[config.mk]
export PLATFORM = sky130hd
export DESIGN_NAME = oled_delay_scheduler
export DESIGN_NICKNAME = d
export VERILOG_FILES = /design/src/rtl/oled_timing_pkg.sv /design/src/rtl/oled_tick_prescaler.sv /design/src/rtl/oled_delay_scheduler.sv
export SDC_FILE = /design/constraint.sdc
export NUM_CORES = 1
export LEC_CHECK = 0
export ABC_AREA = 1
export BUFFER_PORTS_ARGS = -buffer_cell sky130_fd_sc_hd__buf_2
export CAP_MARGIN = 20
export CORE_MARGIN = 2
export CORE_UTILIZATION = 55
export CTS_BUF_LIST = sky130_fd_sc_hd__clkbuf_8
export DETAILED_ROUTE_END_ITERATION = 12
export PLACE_DENSITY_LB_ADDON = 0.15
export SYNTH_ARGS = -nofsm -noshare
export SYNTH_HDL_FRONTEND = slang
export SYNTH_SLANG_ARGS = --single-unit
[constraint.sdc]
create_clock -name clk_100MHz -period 1.7 [get_ports clk_100MHz]
set_input_delay 0.085 -clock clk_100MHz [delete_from_list [all_inputs] [get_ports clk_100MHz]]
set_output_delay 0.085 -clock clk_100MHz [all_outputs]
set_load 0.1 [all_outputs]
[src/rtl/oled_timing_pkg.sv]
// Shared timing constants and scheduler state type for the OLED delay timer.
// No logic lives here. Importing blocks take clock, tick and fast-sim divider defaults from it.
// It has no flow control of its own.
package oled_timing_pkg;

  localparam int CLK_HZ_DEFAULT  = 100_000_000;
  localparam int TICK_HZ_DEFAULT = 1000;
  localparam int FAST_SIM_DIV    = 10;

  typedef enum logic [1:0] {
    IDLE,
    RUN,
    DONE
  } sched_state_t;

endpackage

[src/rtl/oled_tick_prescaler.sv]
// Free-running 0..DIV-1 counter that emits a one-cycle tick on its last count.
// Latency: tick is combinational with the count at DIV-1, so it fires every DIV enabled cycles.
// Backpressure: none; enable pauses the count and clear zeroes it, with clear taking priority.
module oled_tick_prescaler #(
  parameter int DIV = 10
) (
  input  logic clk_100MHz,
  input  logic reset,
  input  logic clear,
  input  logic enable,
  output logic tick
);

  localparam int CNT_W = $clog2(DIV);
  localparam logic [CNT_W-1:0] LAST = CNT_W'(DIV - 1);

  logic [CNT_W-1:0] count;

  // Count enabled cycles and wrap at DIV-1; clear restarts the period at grant.
  always_ff @(posedge clk_100MHz or posedge reset) begin
    if (reset) begin
      count <= '0;
    end else if (clear) begin
      count <= '0;
    end else if (enable) begin
      if (count == LAST) count <= '0;
      else               count <= count + 1'b1;
    end
  end

  assign tick = enable && !clear && (count == LAST);

endmodule

[src/rtl/oled_delay_scheduler.sv]
// Shared millisecond delay timer: round-robin grant, prescaled down-count, one-cycle done per requester.
// Latency: grant one edge after req is sampled in IDLE, done D*DIV+1 edges after grant, then one IDLE cycle.
// Backpressure: requests wait while busy; dropping req of the granted requester aborts with no done.
// OLED_DELAY_FAST_SIM_EN forces the prescaler divider to FAST_SIM_DIV for short simulation delays.
module oled_delay_scheduler
  import oled_timing_pkg::*;
#(
  parameter int NUM_REQ = 2,
  parameter int CLK_HZ  = CLK_HZ_DEFAULT,
  parameter int TICK_HZ = TICK_HZ_DEFAULT,
  parameter int DELAY_W = 16
) (
  input  logic                         clk_100MHz,
  input  logic                         reset,
  input  logic [NUM_REQ-1:0]           req,
  input  logic [NUM_REQ*DELAY_W-1:0]   delay_ms,
  output logic [NUM_REQ-1:0]           grant,
  output logic [NUM_REQ-1:0]           done,
  output logic                         busy
);

`ifdef OLED_DELAY_FAST_SIM_EN
  localparam int DIV = FAST_SIM_DIV;
`else
  localparam int DIV = CLK_HZ / TICK_HZ;
`endif

  localparam int PTR_W = (NUM_REQ > 1) ? $clog2(NUM_REQ) : 1;

  sched_state_t        state, state_nxt;
  logic [NUM_REQ-1:0]  grant_nxt;
  logic [PTR_W-1:0]    rr_ptr, rr_nxt;
  logic [PTR_W-1:0]    gnt_idx, idx_nxt;
  logic [DELAY_W-1:0]  remaining, rem_nxt;
  logic                presc_clear, presc_en, tick;
  logic                found;
  int                  win;

  oled_tick_prescaler #(.DIV(DIV)) u_presc (
    .clk_100MHz (clk_100MHz),
    .reset      (reset),
    .clear      (presc_clear),
    .enable     (presc_en),
    .tick       (tick)
  );

  // Round-robin search: first requesting index at or after rr_ptr, wrapping.
  always_comb begin
    int idx;
    found = 1'b0;
    win   = 0;
    idx   = 0;
    for (int k = 0; k < NUM_REQ; k++) begin
      idx = int'(rr_ptr) + k;
      if (idx >= NUM_REQ) idx = idx - NUM_REQ;
      if (!found && req[idx]) begin
        found = 1'b1;
        win   = idx;
      end
    end
  end

  // Next-state logic: arbitrate in IDLE, count down in RUN, pulse done for one cycle.
  always_comb begin
    state_nxt   = state;
    grant_nxt   = grant;
    rr_nxt      = rr_ptr;
    idx_nxt     = gnt_idx;
    rem_nxt     = remaining;
    presc_clear = 1'b0;
    presc_en    = 1'b0;
    case (state)
      IDLE: begin
        if (found) begin
          state_nxt   = RUN;
          grant_nxt   = NUM_REQ'(1) << win;
          idx_nxt     = PTR_W'(win);
          rr_nxt      = (win == NUM_REQ - 1) ? '0 : PTR_W'(win + 1);
          rem_nxt     = delay_ms[win*DELAY_W +: DELAY_W];
          presc_clear = 1'b1;
        end
      end
      RUN: begin
        // An abort outranks expiry so a dropped request never sees done.
        if (!req[gnt_idx]) begin
          state_nxt = IDLE;
          grant_nxt = '0;
        end else if (remaining == '0) begin
          state_nxt = DONE;
        end else begin
          presc_en = 1'b1;
          if (tick) rem_nxt = remaining - 1'b1;
        end
      end
      DONE: begin
        state_nxt = IDLE;
        grant_nxt = '0;
      end
      default: begin
        state_nxt = IDLE;
        grant_nxt = '0;
      end
    endcase
  end

  // State and datapath registers, cleared asynchronously.
  always_ff @(posedge clk_100MHz or posedge reset) begin
    if (reset) begin
      state     <= IDLE;
      grant     <= '0;
      rr_ptr    <= '0;
      gnt_idx   <= '0;
      remaining <= '0;
    end else begin
      state     <= state_nxt;
      grant     <= grant_nxt;
      rr_ptr    <= rr_nxt;
      gnt_idx   <= idx_nxt;
      remaining <= rem_nxt;
    end
  end

  assign done = (state == DONE) ? grant : '0;
  assign busy = (state != IDLE);

endmodule

=== Word level (Yosys, flattened, before mapping) ===
Cells that the tools add are included.

* Register bits: 39
* Input bits: 36
* Output and inout bits: 5
* ROM bits: 0
* Logic and storage cells: 79
* Bits in latches: 0
* Memories: 0
* RAM bits: 0

* Shift-type cells: 2
* Add/sub/neg operators: 6
* Divide/modulo/power cells: 0
* Reductions and logical operators: 14
* Magnitude comparators: 5
* Bitwise logic cells: 0
* Muxes and demuxes: 36
* Eq/ne operators: 10
* $mul: 0

{| class="wikitable"
|+ Operators by type and width
! kind !! count
|-
| $mux W32 || 4
|-
| $lt A32 B3 Y1 const B || 2
|-
| $mux W16 || 4
|-
| $mux W17 || 3
|-
| $eq A32 B2 Y1 const B || 1
|-
| $pmux W16 S2 || 1
|-
| $shiftx A32 B32 Y16 || 1
|-
| $shl A1 B32 Y2 const A || 1
|-
| $add A17 B1 Y17 const B || 1
|-
| $eq A17 B17 Y1 const B || 1
|-
| $logic_not A16 Y1 || 1
|-
| $mux W1 || 16
|-
| $sub A16 B1 Y16 const B || 1
|-
| $mux W2 || 6
|-
| $ne A2 B2 Y1 const B || 5
|-
| $pmux W2 S2 || 2
|-
| $reduce_and A2 Y1 || 3
|-
| $reduce_bool A2 Y1 || 3
|-
| $reduce_and A5 Y1 || 1
|-
| $logic_and A1 B1 Y1 || 3
|-
| $ne A3 B3 Y1 const B || 1
|-
| $sub A1 B2 Y3 const B || 1
|-
| $sub A2 B2 Y3 const B || 1
|-
| $add A1 B1 Y2 const B || 1
|-
| other kinds (8) || 9
|}

=== Longest topological paths before layout ===
* Depth after elaboration: 18
* Gate-level depth with buffers: 13
* Gate-level depth less buffers: 12

=== Cells and area by module ===
From an unflattened synthesis, not the netlist that was laid out.

* Cells, all modules: 443
* Area, all modules: 2922.8 sq um

{| class="wikitable"
|+ By module, submodules not included
! module !! cells each !! area each (sq um) !! times used
|-
| oled_delay_scheduler || 269 || 1769.2 || 1
|-
| oled_tick_prescaler || 174 || 1153.6 || 1
|}

=== Worst setup path after synthesis ===
OpenSTA, ideal clock, no wires.

* Kind: reg-to-output
* Start point: register grant[0]
* End point: output done[0]
* Stages on the path, launching flop included: 3
* Arrival: 3135 ps
* Path buffers: 0
* Setup slack: -1520 ps
* Required time: 1615 ps
* Path through: dfrtp_1 > inv_1 > nor3_1

* Word-level cells in the longest chain between the ends: 1

{| class="wikitable"
|+ RTL lines
! item !! line !! RTL
|-
| from (decl) || oled_delay_scheduler.sv:17 || <nowiki>output logic [NUM_REQ-1:0] grant,</nowiki>
|-
| from (signal assigned) || oled_delay_scheduler.sv:116 || <nowiki>grant <= grant_nxt;</nowiki>
|-
| $mux W2 || oled_delay_scheduler.sv:123 || <nowiki>assign done = (state == DONE) ? grant : '0;</nowiki>
|-
| to (decl) || oled_delay_scheduler.sv:18 || <nowiki>output logic [NUM_REQ-1:0] done,</nowiki>
|}

No other way between the ends.

=== Worst setup path in the final report ===
* Start point: register remaining[0]
* End point: register u_presc.count[6]

* Word-level cells in the longest chain between the ends: 5

{| class="wikitable"
|+ RTL lines
! item !! line !! RTL
|-
| from (decl) || oled_delay_scheduler.sv:34 || <nowiki>logic [DELAY_W-1:0] remaining, rem_nxt;</nowiki>
|-
| from (signal assigned) || oled_delay_scheduler.sv:119 || <nowiki>remaining <= rem_nxt;</nowiki>
|-
| $logic_not A16 Y1 || oled_delay_scheduler.sv:88 || <nowiki>end else if (remaining == '0) begin</nowiki>
|-
| $mux W1 || oled_delay_scheduler.sv:88 ||
|-
| $mux W1 || oled_delay_scheduler.sv:85 || <nowiki>if (!req[gnt_idx]) begin</nowiki>
|-
| $mux W1 || oled_delay_scheduler.sv:72 || <nowiki>case (state)</nowiki>
|-
| $reduce_bool A2 Y1 (no line) || - ||
|-
| to (signal assigned) || oled_tick_prescaler.sv:27 || <nowiki>else count <= count + 1'b1;</nowiki>
|-
| to (decl) || oled_tick_prescaler.sv:17 || <nowiki>logic [CNT_W-1:0] count;</nowiki>
|}

No other way between the ends.
A chain may end at the register's enable or synchronous reset.

==> metrics.cfg <==
[status]
status = finished clean

[critical_path]
crit_path_start_kind = flip-flop
cp.arrival_ps = 1900
path_max_fanout = 5
required_ps = 1910
endpoint_kind = flip-flop
path_class = reg2reg

[timing]
rsz0062_at_grt = true
setup_tns_ps = 0
min_period_over_period = 0.997
finClkSkew_ps = 10.8
slew_headroom = 0.590
finalHoldViolations = 0
drv_slew = 0
setup_viol = 0
fmax_mhz = 590
fin_ws_ps = 4.89
min_period_ps = 1700
hold_ws_ps = 122
worst_pin_slew_ps = 615

[route]
wl_met2_mm = 3.18
wl_met3_um = 600
vias = 2936
drtAntennaViolNets = 0
avgRoutedWirePerCell_um = 12.7
drc = 0
drt-total-wl_mm = 7.10
wl_met1_mm = 3.27
dr.first_iter.drc_count = 232
highest_layer = met4
viasPerCell = 5.26
drt-pass1-iter-count = 5

[cells_and_area]
syn_to_final_growth_pct = 23.4
fillers = 419
fin_util = 0.710
insertedDiodeCount = 0
final_area_um2 = 3370
final_nets = 529
ff_latch_area_um2 = 981
drive_gt1_frac = 0.220
stdcell_count = 558
multi_input_area_um2 = 1640

[place]
dp_hpwl_mm = 5.00
gp_congestion = 0.898
dp_slack_ps = -8.88
dpl_cell_area_um2 = 3130
io_buffers = 40
post-place-cells = 547

[global_routing]
grt_pass1_wl_mm = 11.3
grt_max_degree = 40
gr-total-overflow = 0
antenna_found_initial = 0
grt_usage = 0.265
grt_pass1_vias = 2527

[die]
io_pins = 41
initial_core_util = 0.575
die_width_um = 74.5
die_height_um = 74.5
die-area_um2 = 5550
core_area_um2 = 4750
rows = 25

[power_and_ir_drop]
peakVddDrop_v = 0.000807
p_per_area_nw_per_um2 = 1520
leakage_nw = 1.64
power_mw = 5.13

[synthesis]
synth.largest_area_cell = dfrtp_1
ys.flop_type = dfrtp_1
ys_seq_elements = 39
syn_area_um2 = 2740
ys_seq_area_frac = 0.357
synth.most_common_cell = nand2_1
synth_nets = 470
synth_cell_types = 31
synth_top_area_frac = 0.357
synthCells = 431
synth-edff-count = 0
synth_area_leaders = dfrtp_1, nand2_1, nor2_1, o21ai_0, inv_1
avgSynthCellArea_um2 = 6.35
synth_common_cells = nand2_1, nor2_1, inv_1
synthArstFlopShare = 1.00
yosysWarnings = 0

[clock_network]
clockRootBuffer = clkbuf_8
tritoncts = yes
cts_inserted_buffers = 5
cts.sinks = 39
clk_pin_slew_ps = 80
clk_latency_ps = 300
cts.htree.levels = 2
clk_path_buf_depth = 2

[hold_path]
hold_class = in2reg

[job]
drv_cap = 0

-- worst max-delay path, cell delays in order, from the launching register on --
cell and delay (ps):
dfrtp_1 430, inv_2 110, ha_4 130, inv_2 30, nor2_1 70, nand2_1 70, nor2_2 100, nand2_2 90
nand2_4 150, nand2_8 100, buf_6 170, o22ai_2 150
-- state kept, by name, summed over array words and instances, names as in the netlist --
signal / flops
state: 2
u_presc.count: 17
remaining: 16
rr_ptr: 1
gnt_idx: 1
grant: 2
-- what timing repair did --
action,4_1_cts,5_1_grt
cloned,0,1
hold buffers,1,0
pin swaps,0,2
setup endpoints to repair,6,34
gates resized for setup,0,34
setup buffers,0,1
endpoints found under the hold margin,39,0
-- placed cells by master (no fill, tap or decap), types with 2 or more instances in the layout --
cell	synthesis	routed
nand4_1	5	5
xor2_1	4	4
o21ai_2	1	3
a21oi_1	6	6
nor2_1	70	65
nand2_1	130	125
nor3_1	6	4
buf_6	2	2
nand3_1	33	33
nor2_4	1	2
o21ai_1	12	13
nand2_2	5	8
nand2_8	0	2
o22ai_2	0	4
buf_4	1	15
clkbuf_8	0	7
o21ai_0	38	35
nor3_4	0	2
o22ai_1	6	2
nor2_2	4	8
dfrtp_1	39	37
inv_2	3	5
buf_2	1	40
inv_1	50	48
-- cells by family (layout without fill, tap and decap cells) --
logic type | count (synthesis) | in the layout | share of synthesized area
xor gates and xnor gates | 5 | 5 | 0.0160
and+or+nand+nor | 257 | 257 | 0.391
adders and majority gates | 3 | 3 | 0.0137
AOI/OAI and AO/OA | 66 | 66 | 0.131
buffers and inverters | 61 | 121 | 0.0910
DFF | 39 | 39 | 0.357
-- final cells by class --
cell class              instances  area share
repair buffers                 59       0.108
multi-input cells             331       0.485
well taps                      67      0.0248
clock buffers                   7      0.0286
clock inverters                 1     0.00111
flip-flops and latches         39       0.291
inverters                      54      0.0612
-- worst paths after layout --
path,startpoint,end,slack (ps),cells after the start
setup / recovery,remaining[0],u_presc.count[6],5,11
hold / removal,delay_ms[30],remaining[14],120,5
setup reg to reg,remaining[0],u_presc.count[6],5,11
hold reg to reg,gnt_idx,gnt_idx,520,2
max in group asynchronous,reset,grant[1],860,4
min in group asynchronous,reset,u_presc.count[4],450,4
-- routing by layer --
metal | GRT usage | vias to the layer above
met5 | 0 | -
met4 | 0.0556 | 0
met3 | 0.0501 | 6
met2 | 0.401 | 129
met1 | 0.397 | 1310
li1 | - | 1491
-- where the power goes --
part           internal [mW]  total, mW  switching [mW]  leakage, nW
Sequential              1.21       1.46           0.251        0.503
Clock                  0.365      0.695           0.330       0.0557
Combinational           1.00       2.97            1.97         1.08
No activity file was read; power rests on OpenSTA's default activity.
